<file path="src/rtl/lib_arbiter_pkg.sv">
// Shared constants and event type for the AER receive path.
// AER_* give the default address/timestamp widths of the pixel array.
// aer_evt_t mirrors the packed word on the link, MSB first:
// {x, y, timestamp, polarity}.
package lib_arbiter_pkg;

  localparam int AER_ROW_ADD    = 6;
  localparam int AER_COL_ADD    = 6;
  localparam int AER_SIZE       = 16;
  localparam int AER_WIDTH      = AER_ROW_ADD + AER_COL_ADD + AER_SIZE + 1;
  localparam int EVT_FIFO_DEPTH = 8;
  localparam int AER_CNT_W      = 16;

  typedef struct packed {
    logic [AER_ROW_ADD-1:0] x;
    logic [AER_COL_ADD-1:0] y;
    logic [AER_SIZE-1:0]    ts;
    logic                   pol;
  } aer_evt_t;

endpackage

</file>
<file path="src/rtl/aer_event_receiver_if.sv">
// Bundle of the AER receiver data-path signals.
// master: event source + downstream consumer (drives evt_*, clr_i, out_ready_i).
// slave : the receiver (drives the decoded event, dt, flags, statistics).
// Handshake: the source side has no backpressure (evt_valid_i is a one-cycle
// strobe); downstream transfers when out_valid_o & out_ready_i are both high
// at a rising edge, and the receiver holds every out field stable while
// out_valid_o=1 and out_ready_i=0.
interface aer_event_receiver_if
  import lib_arbiter_pkg::*;
#(
  parameter int ROW_ADD    = AER_ROW_ADD,
  parameter int COL_ADD    = AER_COL_ADD,
  parameter int SIZE       = AER_SIZE,
  parameter int CNT_W      = AER_CNT_W,
  parameter int FIFO_DEPTH = EVT_FIFO_DEPTH
);

  localparam int WIDTH = ROW_ADD + COL_ADD + SIZE + 1;
  localparam int LVL_W = $clog2(FIFO_DEPTH) + 1;

  logic               evt_valid_i;
  logic [WIDTH-1:0]   evt_data_i;
  logic               clr_i;
  logic               out_ready_i;
  logic               out_valid_o;
  logic [ROW_ADD-1:0] x_add_o;
  logic [COL_ADD-1:0] y_add_o;
  logic [SIZE-1:0]    timestamp_o;
  logic               polarity_o;
  logic [SIZE-1:0]    dt_o;
  logic               first_o;
  logic               overflow_o;
  logic [CNT_W-1:0]   drop_cnt_o;
  logic [CNT_W-1:0]   on_cnt_o;
  logic [CNT_W-1:0]   off_cnt_o;
  logic [LVL_W-1:0]   fifo_level_o;

  modport master (
    output evt_valid_i, evt_data_i, clr_i, out_ready_i,
    input  out_valid_o, x_add_o, y_add_o, timestamp_o, polarity_o, dt_o,
           first_o, overflow_o, drop_cnt_o, on_cnt_o, off_cnt_o, fifo_level_o
  );

  modport slave (
    input  evt_valid_i, evt_data_i, clr_i, out_ready_i,
    output out_valid_o, x_add_o, y_add_o, timestamp_o, polarity_o, dt_o,
           first_o, overflow_o, drop_cnt_o, on_cnt_o, off_cnt_o, fifo_level_o
  );

endinterface

</file>
<file path="src/rtl/aer_sync_fifo.sv">
// Single-clock FIFO with show-ahead read data (rdata is the head entry
// whenever empty=0). A push while full is accepted only if a pop happens in
// the same cycle. Pointers carry one extra wrap bit so full/empty come from
// the MSB compare.
// Ports: clk, rst_n (async, active-low), push/wdata, pop/rdata,
//        full, empty, level (occupancy 0..DEPTH).
module aer_sync_fifo #(
  parameter int DW    = 29,
  parameter int DEPTH = 8
) (
  input  logic                     clk,
  input  logic                     rst_n,
  input  logic                     push,
  input  logic [DW-1:0]            wdata,
  input  logic                     pop,
  output logic [DW-1:0]            rdata,
  output logic                     full,
  output logic                     empty,
  output logic [$clog2(DEPTH):0]   level
);

  localparam int AW = $clog2(DEPTH);

  logic [DW-1:0] mem [DEPTH];
  logic [AW:0]   wr_ptr;
  logic [AW:0]   rd_ptr;
  logic          wr_en;
  logic          rd_en;

  assign empty = (wr_ptr == rd_ptr);
  assign full  = (wr_ptr[AW] != rd_ptr[AW]) && (wr_ptr[AW-1:0] == rd_ptr[AW-1:0]);
  assign level = wr_ptr - rd_ptr;
  assign rdata = mem[rd_ptr[AW-1:0]];

  assign rd_en = pop && !empty;
  // The slot freed by a same-cycle pop lets a push into a full FIFO.
  assign wr_en = push && (!full || rd_en);

  always_ff @(posedge clk or negedge rst_n) begin
    if (!rst_n) begin
      wr_ptr <= '0;
      rd_ptr <= '0;
    end else begin
      if (wr_en) wr_ptr <= wr_ptr + 1'b1;
      if (rd_en) rd_ptr <= rd_ptr + 1'b1;
    end
  end

  always_ff @(posedge clk) begin
    if (wr_en) mem[wr_ptr[AW-1:0]] <= wdata;
  end

endmodule

</file>
<file path="src/rtl/aer_event_receiver.sv">
// Receiving end of the AER event link.
// Pipeline: capture/dedup register -> event FIFO -> show-ahead output
// register with timestamp delta, plus saturating ON/OFF/drop statistics.
// Ports: clk_i, reset_i (async, active-low), bus (aer_event_receiver_if.slave)
//        carrying evt_valid_i/evt_data_i, clr_i, out_ready_i and all decoded
//        event, flag, statistic and FIFO-level outputs.
module aer_event_receiver
  import lib_arbiter_pkg::*;
#(
  parameter int ROW_ADD    = AER_ROW_ADD,
  parameter int COL_ADD    = AER_COL_ADD,
  parameter int SIZE       = AER_SIZE,
  parameter int WIDTH      = AER_WIDTH,
  parameter int FIFO_DEPTH = EVT_FIFO_DEPTH,
  parameter int CNT_W      = AER_CNT_W,
  parameter int DEDUP_EN   = 1
) (
  input  logic                 clk_i,
  input  logic                 reset_i,
  aer_event_receiver_if.slave  bus
);

  localparam int LVL_W = $clog2(FIFO_DEPTH) + 1;
  localparam logic [CNT_W-1:0] CNT_MAX = '1;

  // ---------------- capture / dedup ----------------
  logic             cap_valid;
  logic [WIDTH-1:0] cap_data;
  logic [WIDTH-1:0] hist_data;
  logic             hist_valid;
  logic             hist_recent;  // a word was seen at the previous edge
  logic             dup;

  assign dup = (DEDUP_EN != 0) && hist_valid && hist_recent &&
               (bus.evt_data_i == hist_data);

  // A discarded duplicate still refreshes hist_recent, so a word held for
  // several cycles yields one event; one idle cycle re-arms it.
  always_ff @(posedge clk_i or negedge reset_i) begin
    if (!reset_i) begin
      cap_valid   <= 1'b0;
      cap_data    <= '0;
      hist_data   <= '0;
      hist_valid  <= 1'b0;
      hist_recent <= 1'b0;
    end else begin
      cap_valid   <= bus.evt_valid_i && !dup;
      hist_recent <= bus.evt_valid_i;
      if (bus.evt_valid_i) begin
        cap_data  <= bus.evt_data_i;
        hist_data <= bus.evt_data_i;
      end
      if (bus.clr_i)            hist_valid <= 1'b0;
      else if (bus.evt_valid_i) hist_valid <= 1'b1;
    end
  end

  // ---------------- event FIFO ----------------
  logic             fifo_full;
  logic             fifo_empty;
  logic             fifo_pop;
  logic [WIDTH-1:0] fifo_head;
  logic [LVL_W-1:0] fifo_level;

  logic             out_valid;
  logic             load_out;
  logic             xfer;
  logic             drop;

  assign xfer     = out_valid && bus.out_ready_i;
  assign load_out = !out_valid || bus.out_ready_i;
  assign fifo_pop = load_out && !fifo_empty;
  assign drop     = cap_valid && fifo_full && !fifo_pop;

  aer_sync_fifo #(
    .DW    (WIDTH),
    .DEPTH (FIFO_DEPTH)
  ) u_fifo (
    .clk   (clk_i),
    .rst_n (reset_i),
    .push  (cap_valid),
    .wdata (cap_data),
    .pop   (fifo_pop),
    .rdata (fifo_head),
    .full  (fifo_full),
    .empty (fifo_empty),
    .level (fifo_level)
  );

  // ---------------- output register + dt ----------------
  logic [ROW_ADD-1:0] head_x;
  logic [COL_ADD-1:0] head_y;
  logic [SIZE-1:0]    head_ts;
  logic               head_pol;

  assign head_x   = fifo_head[WIDTH-1 -: ROW_ADD];
  assign head_y   = fifo_head[WIDTH-1-ROW_ADD -: COL_ADD];
  assign head_ts  = fifo_head[SIZE:1];
  assign head_pol = fifo_head[0];

  logic [ROW_ADD-1:0] x_q;
  logic [COL_ADD-1:0] y_q;
  logic [SIZE-1:0]    ts_q;
  logic               pol_q;
  logic [SIZE-1:0]    dt_q;
  logic               first_out_q;
  logic               first_q;
  logic [SIZE-1:0]    prev_ts;
  logic               first_eff;
  logic [SIZE-1:0]    prev_eff;

  // An event loaded in the same cycle as a transfer measures dt against the
  // event leaving now; clr_i in that cycle makes the new load a first event.
  always_comb begin
    first_eff = first_q;
    prev_eff  = prev_ts;
    if (xfer) begin
      first_eff = 1'b0;
      prev_eff  = ts_q;
    end
    if (bus.clr_i) first_eff = 1'b1;
  end

  always_ff @(posedge clk_i or negedge reset_i) begin
    if (!reset_i) begin
      out_valid   <= 1'b0;
      x_q         <= '0;
      y_q         <= '0;
      ts_q        <= '0;
      pol_q       <= 1'b0;
      dt_q        <= '0;
      first_out_q <= 1'b1;
    end else if (load_out) begin
      out_valid <= !fifo_empty;
      if (!fifo_empty) begin
        x_q         <= head_x;
        y_q         <= head_y;
        ts_q        <= head_ts;
        pol_q       <= head_pol;
        dt_q        <= first_eff ? '0 : (head_ts - prev_eff);
        first_out_q <= first_eff;
      end
    end
  end

  always_ff @(posedge clk_i or negedge reset_i) begin
    if (!reset_i) begin
      first_q <= 1'b1;
      prev_ts <= '0;
    end else if (bus.clr_i) begin
      first_q <= 1'b1;
      prev_ts <= '0;
    end else if (xfer) begin
      first_q <= 1'b0;
      prev_ts <= ts_q;
    end
  end

  // ---------------- statistics ----------------
  logic [CNT_W-1:0] on_cnt;
  logic [CNT_W-1:0] off_cnt;
  logic [CNT_W-1:0] drop_cnt;
  logic             overflow;

  // clr_i takes priority over any increment in the same cycle.
  always_ff @(posedge clk_i or negedge reset_i) begin
    if (!reset_i) begin
      on_cnt   <= '0;
      off_cnt  <= '0;
      drop_cnt <= '0;
      overflow <= 1'b0;
    end else if (bus.clr_i) begin
      on_cnt   <= '0;
      off_cnt  <= '0;
      drop_cnt <= '0;
      overflow <= 1'b0;
    end else begin
      if (xfer && pol_q && on_cnt != CNT_MAX)    on_cnt   <= on_cnt + 1'b1;
      if (xfer && !pol_q && off_cnt != CNT_MAX)  off_cnt  <= off_cnt + 1'b1;
      if (drop && drop_cnt != CNT_MAX)           drop_cnt <= drop_cnt + 1'b1;
      if (drop)                                  overflow <= 1'b1;
    end
  end

  assign bus.out_valid_o  = out_valid;
  assign bus.x_add_o      = x_q;
  assign bus.y_add_o      = y_q;
  assign bus.timestamp_o  = ts_q;
  assign bus.polarity_o   = pol_q;
  assign bus.dt_o         = dt_q;
  assign bus.first_o      = first_out_q;
  assign bus.overflow_o   = overflow;
  assign bus.drop_cnt_o   = drop_cnt;
  assign bus.on_cnt_o     = on_cnt;
  assign bus.off_cnt_o    = off_cnt;
  assign bus.fifo_level_o = fifo_level;

endmodule

</file>
<file path="src/flat_wrapper.sv">
// flat-port wrapper written by rule: the top's interface ports become plain ports
module aer_event_receiver_flat import lib_arbiter_pkg::*;
#(
  parameter int ROW_ADD    = AER_ROW_ADD,
  parameter int COL_ADD    = AER_COL_ADD,
  parameter int SIZE       = AER_SIZE,
  parameter int WIDTH      = AER_WIDTH,
  parameter int FIFO_DEPTH = EVT_FIFO_DEPTH,
  parameter int CNT_W      = AER_CNT_W,
  parameter int DEDUP_EN   = 1
)
  (clk_i, reset_i, bus_evt_valid_i, bus_evt_data_i, bus_clr_i, bus_out_ready_i, bus_out_valid_o, bus_x_add_o, bus_y_add_o, bus_timestamp_o, bus_polarity_o, bus_dt_o, bus_first_o, bus_overflow_o, bus_drop_cnt_o, bus_on_cnt_o, bus_off_cnt_o, bus_fifo_level_o);
  aer_event_receiver_if #(.ROW_ADD(ROW_ADD), .COL_ADD(COL_ADD), .SIZE(SIZE), .CNT_W(CNT_W), .FIFO_DEPTH(FIFO_DEPTH)) bus_i ();
  input  logic clk_i;
  input  logic reset_i;
  input wire logic [$bits(bus_i.evt_valid_i)-1:0] bus_evt_valid_i;
  input wire logic [$bits(bus_i.evt_data_i)-1:0] bus_evt_data_i;
  input wire logic [$bits(bus_i.clr_i)-1:0] bus_clr_i;
  input wire logic [$bits(bus_i.out_ready_i)-1:0] bus_out_ready_i;
  output wire logic [$bits(bus_i.out_valid_o)-1:0] bus_out_valid_o;
  output wire logic [$bits(bus_i.x_add_o)-1:0] bus_x_add_o;
  output wire logic [$bits(bus_i.y_add_o)-1:0] bus_y_add_o;
  output wire logic [$bits(bus_i.timestamp_o)-1:0] bus_timestamp_o;
  output wire logic [$bits(bus_i.polarity_o)-1:0] bus_polarity_o;
  output wire logic [$bits(bus_i.dt_o)-1:0] bus_dt_o;
  output wire logic [$bits(bus_i.first_o)-1:0] bus_first_o;
  output wire logic [$bits(bus_i.overflow_o)-1:0] bus_overflow_o;
  output wire logic [$bits(bus_i.drop_cnt_o)-1:0] bus_drop_cnt_o;
  output wire logic [$bits(bus_i.on_cnt_o)-1:0] bus_on_cnt_o;
  output wire logic [$bits(bus_i.off_cnt_o)-1:0] bus_off_cnt_o;
  output wire logic [$bits(bus_i.fifo_level_o)-1:0] bus_fifo_level_o;
  assign bus_i.evt_valid_i = bus_evt_valid_i;
  assign bus_i.evt_data_i = bus_evt_data_i;
  assign bus_i.clr_i = bus_clr_i;
  assign bus_i.out_ready_i = bus_out_ready_i;
  assign bus_out_valid_o = bus_i.out_valid_o;
  assign bus_x_add_o = bus_i.x_add_o;
  assign bus_y_add_o = bus_i.y_add_o;
  assign bus_timestamp_o = bus_i.timestamp_o;
  assign bus_polarity_o = bus_i.polarity_o;
  assign bus_dt_o = bus_i.dt_o;
  assign bus_first_o = bus_i.first_o;
  assign bus_overflow_o = bus_i.overflow_o;
  assign bus_drop_cnt_o = bus_i.drop_cnt_o;
  assign bus_on_cnt_o = bus_i.on_cnt_o;
  assign bus_off_cnt_o = bus_i.off_cnt_o;
  assign bus_fifo_level_o = bus_i.fifo_level_o;
  aer_event_receiver #(.ROW_ADD(ROW_ADD), .COL_ADD(COL_ADD), .SIZE(SIZE), .WIDTH(WIDTH), .FIFO_DEPTH(FIFO_DEPTH), .CNT_W(CNT_W), .DEDUP_EN(DEDUP_EN)) u_core (.clk_i(clk_i), .reset_i(reset_i), .bus(bus_i));
endmodule
</file>
<file path="config.mk">
export PLATFORM = sky130hd
export DESIGN_NAME = aer_event_receiver_flat
export DESIGN_NICKNAME = d
export VERILOG_FILES = /design/src/rtl/lib_arbiter_pkg.sv /design/src/rtl/aer_event_receiver_if.sv /design/src/rtl/aer_sync_fifo.sv /design/src/rtl/aer_event_receiver.sv /design/src/flat_wrapper.sv
export SDC_FILE = /design/constraint.sdc
export NUM_CORES = 1
export LEC_CHECK = 0
export ABC_AREA = 1
export CAP_MARGIN = 40
export CELL_PAD_IN_SITES_DETAIL_PLACEMENT = 1
export CELL_PAD_IN_SITES_GLOBAL_PLACEMENT = 1
export CORE_MARGIN = 2
export CORE_UTILIZATION = 41
export DETAILED_ROUTE_END_ITERATION = 7
export PLACE_DENSITY_LB_ADDON = 0.1
export SETUP_SLACK_MARGIN = 0.2
export SLEW_MARGIN = 20
export SYNTH_ARGS = -nofsm -noshare
export SYNTH_HDL_FRONTEND = slang
export SYNTH_SLANG_ARGS = --single-unit
export TNS_END_PERCENT = 20
</file>
<file path="constraint.sdc">
create_clock -name clk_i -period 4.7 [get_ports clk_i]
set_input_delay 0.94 -clock clk_i [delete_from_list [all_inputs] [get_ports clk_i]]
set_output_delay 0.94 -clock clk_i [all_outputs]
set_load 0.005 [all_outputs]
</file>
==> results.cfg, run 1 <==
[global_route]
antenna_found_initial = 1
grt_pass1_wl_um = 75290
grt_pass1_vias = 13459
grt_max_degree = 73
gr-total-overflow = 0
grt.total_usage_pct = 22.02

[floorplanning]
die_height_um = 208.6
rows = 74
die_area_sq_mm = 0.04351
start_util_pct = 41.75
core_area_sq_mm = 0.04111
ios = 134
dieWidth_um = 208.6

[timing]
hold_viol = 0
layout_min_cycle_time_ns = 3.610
finalSetupTns_ns = 0
period_share_pct = 76.80
slew_viol_final = 0
setup_viol = 0
rsz0062_at_grt = false
tightestPinTransition_ns = 0.7468
layout_setup_ws_ns = 1.090
skew_ns = 0.01465
relSlewSlack_pct = 50.21
timing.fmax_ghz = 0.2770

[cells_and_area]
diodes = 0
register_area_sq_mm = 0.01080
finalNetCount = 1920
area_delta_synth_final_pct = 20.00
multi_input_area_sq_mm = 0.005563
stdcell_count = 2426
fillers = 4589
drive_gt1_share_pct = 6.969

[yosys]
synth_common_cells = 396 x nand2_1, 232 x edfxtp_1, 222 x nor2_1
synth_edf_count = 232
yosysWarnings = 0
ys_ff_latch = 385
ys.flop_type = edfxtp_1
yosysMostFrequentCell = nand2_1
synthDistinctLibCells = 42
syn_area_sq_mm = 0.01716
synth.top_cell.area_share_pct = 40.59
yosysSeqAreaShare_pct = 62.92
syn_inst = 1724
synth_area_leaders = edfxtp_1 41%, dfrtp_1 22%, nand2_1 8.7%, o21ai_0 6.3%, nor2_1 4.9%
synth_nets = 1784
synth.avg_cell_area_sq_um = 9.954
async_reset_ff_share_pct = 39.74
yosys.area.top_type = edfxtp_1

[pwr]
ir_worst_vdd_mv = 0.2844
p_leak_nw = 8.268
powerDensity_mw_per_mm2 = 632.3

[worst_setup_path]
criticalPathCategory = reg2out
crit_path_end_kind = output port
required_ns = 3.76
start_kind = flip-flop
worstPathArrival_ns = 2.67
worstPathMaxFanout = 16

[clock_tree]
clock_latency_ns = 0.57
tritoncts = yes
ctsLongestPathBuffers = 3
cts_resized = 0
ctsHoldBuffers = 0
cts-root-buf = clkbuf_16
cts_buffers = 43
post-cts-setup-buffer-count = 0
cts.clk_slew.worst_paths_ns = 0.06
clkSinkCount = 385
h-tree-depth = 2

[detailed_routing]
drt-initial-drc-count = 1033
dr.pass1.iters = 5
viasPerCell = 5.328
route.detailed.drc = 0
routed_wl_um = 47250
vias = 12925
postRouteAntennaNets = 0
wl_per_cell_um = 19.48

[place]
gp_congestion = 0.8458
placed_cells = 2345
io_buffers = 133
pre_cts_slack_ns = 0.6592
post-dp-hpwl_um = 30100

[status]
outcome = finished, final reports clean

[min_path]
worstHoldPathType = in2async

[flow_run]
max_cap_viol_count = 0
-- per-stage QoR --
stage	total power [mW]	util [%]	hold WS (ns)	instance area, sq um
6_report	13.02	50.09	0.2210	20590
5_1_grt	13.95	50.09	0.2050	20590
4_1_cts	13.17	50.04	0.1937	20570
3_5_place_dp	9.643	46.51	0.4694	19120
3_3_place_gp	9.501	46.40	0.4702	19080
2_1_floorplan	7.669	-	0.4604	17160
-- layout by cell type, fill, tap and decap left out, drive strengths merged --
cell type / synthesis / layout
fa: 2 / 2
xnor2: 15 / 15
nor3: 19 / 19
o21ai: 229 / 229
nand2: 397 / 397
nand3: 63 / 63
clkinvlp: 0 / 1
nand4: 21 / 21
clkinv: 1 / 14
nor3b: 6 / 6
nor2: 226 / 226
or2: 2 / 2
buf: 25 / 33
bufinv: 0 / 4
dfstp: 2 / 2
o31ai: 3 / 3
clkbuf: 49 / 59
dfrtp: 151 / 151
a21oi: 19 / 19
and2: 1 / 1
o21bai: 4 / 4
o21a: 2 / 2
xor2: 20 / 20
o22ai: 45 / 45
nand3b: 10 / 10
clkdlybuf4s50: 0 / 132
o211ai: 6 / 6
inv: 133 / 135
ha: 24 / 24
o221ai: 17 / 17
edfxtp: 232 / 232
-- state kept, by name (all words and copies together) (netlist names), 6 cells and up --
register	cells
u_core.bus.drop_cnt_o	16
u_core.bus.dt_o	16
u_core.bus.off_cnt_o	16
u_core.bus.on_cnt_o	16
u_core.bus.timestamp_o	16
u_core.bus.x_add_o	6
u_core.bus.y_add_o	6
u_core.cap_data	29
u_core.prev_ts	16
u_core.u_fifo.mem	232
-- path summary, 6_finish.rpt --
check	start	to	slack (ns)	depth (start not counted)
max in group asynchronous	reset_i	u_core.u_fifo.rd_ptr[0]	3.80	2
hold reg to reg	u_core.bus.x_add_o[0]	u_core.bus.x_add_o[0]	0.48	2
setup / recovery	u_core.u_fifo.rd_ptr[1]	bus_fifo_level_o[3]	1.09	6
setup reg to reg	u_core.u_fifo.rd_ptr[1]	u_core.bus.dt_o[14]	1.21	14
hold / removal	reset_i	u_core.bus.dt_o[9]	0.22	1
min in group clk_i	u_core.bus.x_add_o[0]	u_core.bus.x_add_o[0]	0.48	2
-- worst max-delay path, stage by stage (launching register included) --
cell             delay, ns
dfrtp_1               0.37
inv_1                 0.45
ha_1                  0.24
inv_1                 0.05
o31ai_1               0.25
xor2_1                0.17
clkdlybuf4s50_1       0.58
-- layout make-up --
cell class	count	area share (%)
repair buffers	165	7.807
clock inverters	20	1.136
well taps	532	3.232
inverters	134	2.442
flip-flops and latches	385	52.45
multi-input cells	1131	27.01
clock buffers	59	5.918
-- kinds of logic (layout without fill, tap and decap cells) --
family                   Yosys count  count (layout)  synth area share [%]
flip-flops                       385             385                 62.92
adder cells (fa/ha/maj)           26              26                 1.983
buffers and inverters            208             378                 4.841
XOR/XNOR                          35              35                 1.786
AO/OA/AOI/OAI                    325             325                 10.48
AND/OR/NAND/NOR                  745             745                 17.99
-- report_power, final --
part           internal [mW]  total (mW)  switching (mW)
sequential              4.24        4.56           0.322
clock                   2.05        3.46            1.41
combinational           1.73        5.00            3.27
-- routing by layer --
metal	track usage, %	routed length [um]	vias to the layer above
li1	-	-	6134
met1	30.18	22000	6442
met2	36.50	22060	276
met3	2.976	2035	73
met4	6.970	1159	0
met5	0	0	-
Note: power is estimated with default switching activity, not from simulation.
==> inputs of run 2 (changes only) <==
==> constraint.sdc (replaced) <==
create_clock -name clk_i -period 2.9 [get_ports clk_i]
set_input_delay 0.58 -clock clk_i [delete_from_list [all_inputs] [get_ports clk_i]]
set_output_delay 0.58 -clock clk_i [all_outputs]
set_load 0.005 [all_outputs]
==> run 2 against run 1 <==
Compared with the run above:
- the run now ends with hold timing left
- highest routed layer unchanged
- final cell count rose by 3.3%
- die area did not move
- via count grew 2.4%
- critical path depth shrank 1
- global-route usage up 0.51 points
- register-to-register slack worse by 0.88 ns
- sequential cell count stayed put
- worst setup slack worse by 0.85 ns
==> results.cfg, run 2 (synthesis gave the netlist of run 1 again) <==
[place]
gp_congestion = 0.8156
post-dp-hpwl_um = 31980
placed_cells = 2414
io_buffers = 133

[cells_and_area]
largest_register_ffs = 232
drive_gt1_share_pct = 13.06
final_cell_mix = 382 x nand2_1, 232 x edfxtp_1, 215 x nor2_1, 196 x o21ai_0, 147 x dfrtp_1
finalNetCount = 2001
multi_input_area_sq_mm = 0.005837
area_delta_synth_final_pct = 26.25
final_common_cell = nand2_1
fillers = 4570
diodes = 0
stdcell_count = 2507
register_area_sq_mm = 0.01080

[clock_tree]
clkSinkCount = 385
tritoncts = yes
cts.clk_slew.worst_paths_ns = 0.05
cts_buffers = 44
cts-root-buf = clkbuf_16
h-tree-depth = 2
ctsLongestPathBuffers = 3
clock_latency_ns = 0.58

[global_route]
grt_pass1_vias = 13923
antenna_found_initial = 0
grt_pass1_wl_um = 76840
grt.total_usage_pct = 22.53
gr-total-overflow = 0
grt_max_degree = 60

[pwr]
powerDensity_mw_per_mm2 = 1074
p_leak_nw = 8.720
ir_worst_vdd_mv = 0.5039

[timing]
tightestPinTransition_ns = 0.6257
rsz0062_at_grt = true
setup_viol = 0
hold_ws_ns = -0.002557
layout_min_cycle_time_ns = 2.663
period_share_pct = 91.82
finalSetupTns_ns = 0
slew_viol_final = 0
hold_viol = 1
timing.fmax_ghz = 0.3755
skew_ns = 0.02396
relSlewSlack_pct = 58.29

[floorplanning]
rows = 74
die_height_um = 208.6
start_util_pct = 41.75
die_area_sq_mm = 0.04351
dieWidth_um = 208.6
ios = 134
core_area_sq_mm = 0.04111

[detailed_routing]
postRouteAntennaNets = 0
vias = 13232
wl_per_cell_um = 19.68
viasPerCell = 5.278
route.detailed.drc = 0
routed_wl_um = 49330
drt-initial-drc-count = 747
dr.pass1.iters = 5

[worst_setup_path]
crit_family = adder cells
required_ns = 2.32
start_kind = flip-flop
cpPeakStageDelay_ns = 0.47
reg2regPathDepth = 15
worstPathMaxFanout = 4
worst-path-buf-inv = 2
cp-startpoint = u_core.u_fifo.rd_ptr[0]
criticalPathCategory = reg2out
path_depth = 5
r2r_start = u_core.u_fifo.rd_ptr[0]
crit_slowest_cell = dfrtp_2
setup.worst_path.end = bus_fifo_level_o[2]
worstPathArrival_ns = 2.08
worst-r2r-setup-slack_ns = 0.33
r2r-end = u_core.bus.dt_o[14]
worstPathCellList = buf_6 -> ha_4 -> fa_1 -> xnor2_2 -> clkbuf_2
crit_path_end_kind = output port

[flow_run]
max_cap_viol_count = 0

[status]
outcome = finished with violations
violations = hold timing

[min_path]
worstHoldPathType = in2async
==> run 2: cell types whose count changed in the layout (fill, tap and decap cells not counted), sizes merged <==
cell and delta:
clkinvlp +1, clkdlybuf4s15 +1, bufinv -1, clkdlybuf4s50 -3, buf +79, clkbuf +7
clkinv -3
==> run 2: layer usage <==
layer | vias up | global-route usage (%) | wire length, um
met4 | 0 | 8.005 | 1295
met1 | 6595 | 29.86 | 22310
met2 | 255 | 38.12 | 23870
met3 | 90 | 3.066 | 1856
li1 | 6292 | - | -
met5 | - | 0 | 0
==> run 2: report_power, final <==
part / total, mW / switching (mW) / internal, mW / leakage (nW)
sequential: 7.42 / 0.551 / 6.87 / 4.09
combinational: 10.4 / 6.00 / 4.38 / 3.94
clock: 5.47 / 2.24 / 3.23 / 0.690
==> run 2: area by class of cell <==
class	instances	share of cell area [%]
Sequential cell	385	49.86
Tap cell	532	3.072
Clock inverter	17	0.8373
Multi-Input combinational cell	1131	26.94
Timing Repair Buffer	245	11.24
Inverter	134	2.368
Clock buffer	63	5.688
==> run 2: timing repair <==
item,in CTS,in global routing
hold buffers,0,0
setup endpoints to repair,15,18
pin swaps,3,7
cloned,0,2
resized for setup,16,70
buffers inserted,6,5
==> run 2: worst min path at each step <==
stage               slack [ns]  cells past startpoint                  endpoint
finish                  -0.003                      1       u_core.bus.dt_o[10]
global route              0.03                      1       u_core.bus.dt_o[10]
CTS                      0.005                      1       u_core.bus.dt_o[10]
detailed placement        0.47                      2     u_core.bus.y_add_o[3]
global placement          0.47                      2     u_core.bus.y_add_o[2]
floorplan                 0.28                      0  u_core.bus.drop_cnt_o[0]
==> run 2: per-stage QoR <==
stage / hold WS [ns] / power [mW] / setup slack (ns) / util [%] / cell area [sq um]
floorplan: 0.2844 / 12.59 / 0.05315 / - / 17300
global placement: 0.4695 / 16.67 / -0.1560 / 48.29 / 19850
detailed placement: 0.4654 / 16.98 / -0.1997 / 48.29 / 19850
CTS: 0.004505 / 22.62 / 0.02105 / 51.90 / 21330
global route: 0.02948 / 24.85 / 0.1136 / 52.71 / 21670
finish: -0.002557 / 23.27 / 0.2372 / 52.71 / 21670
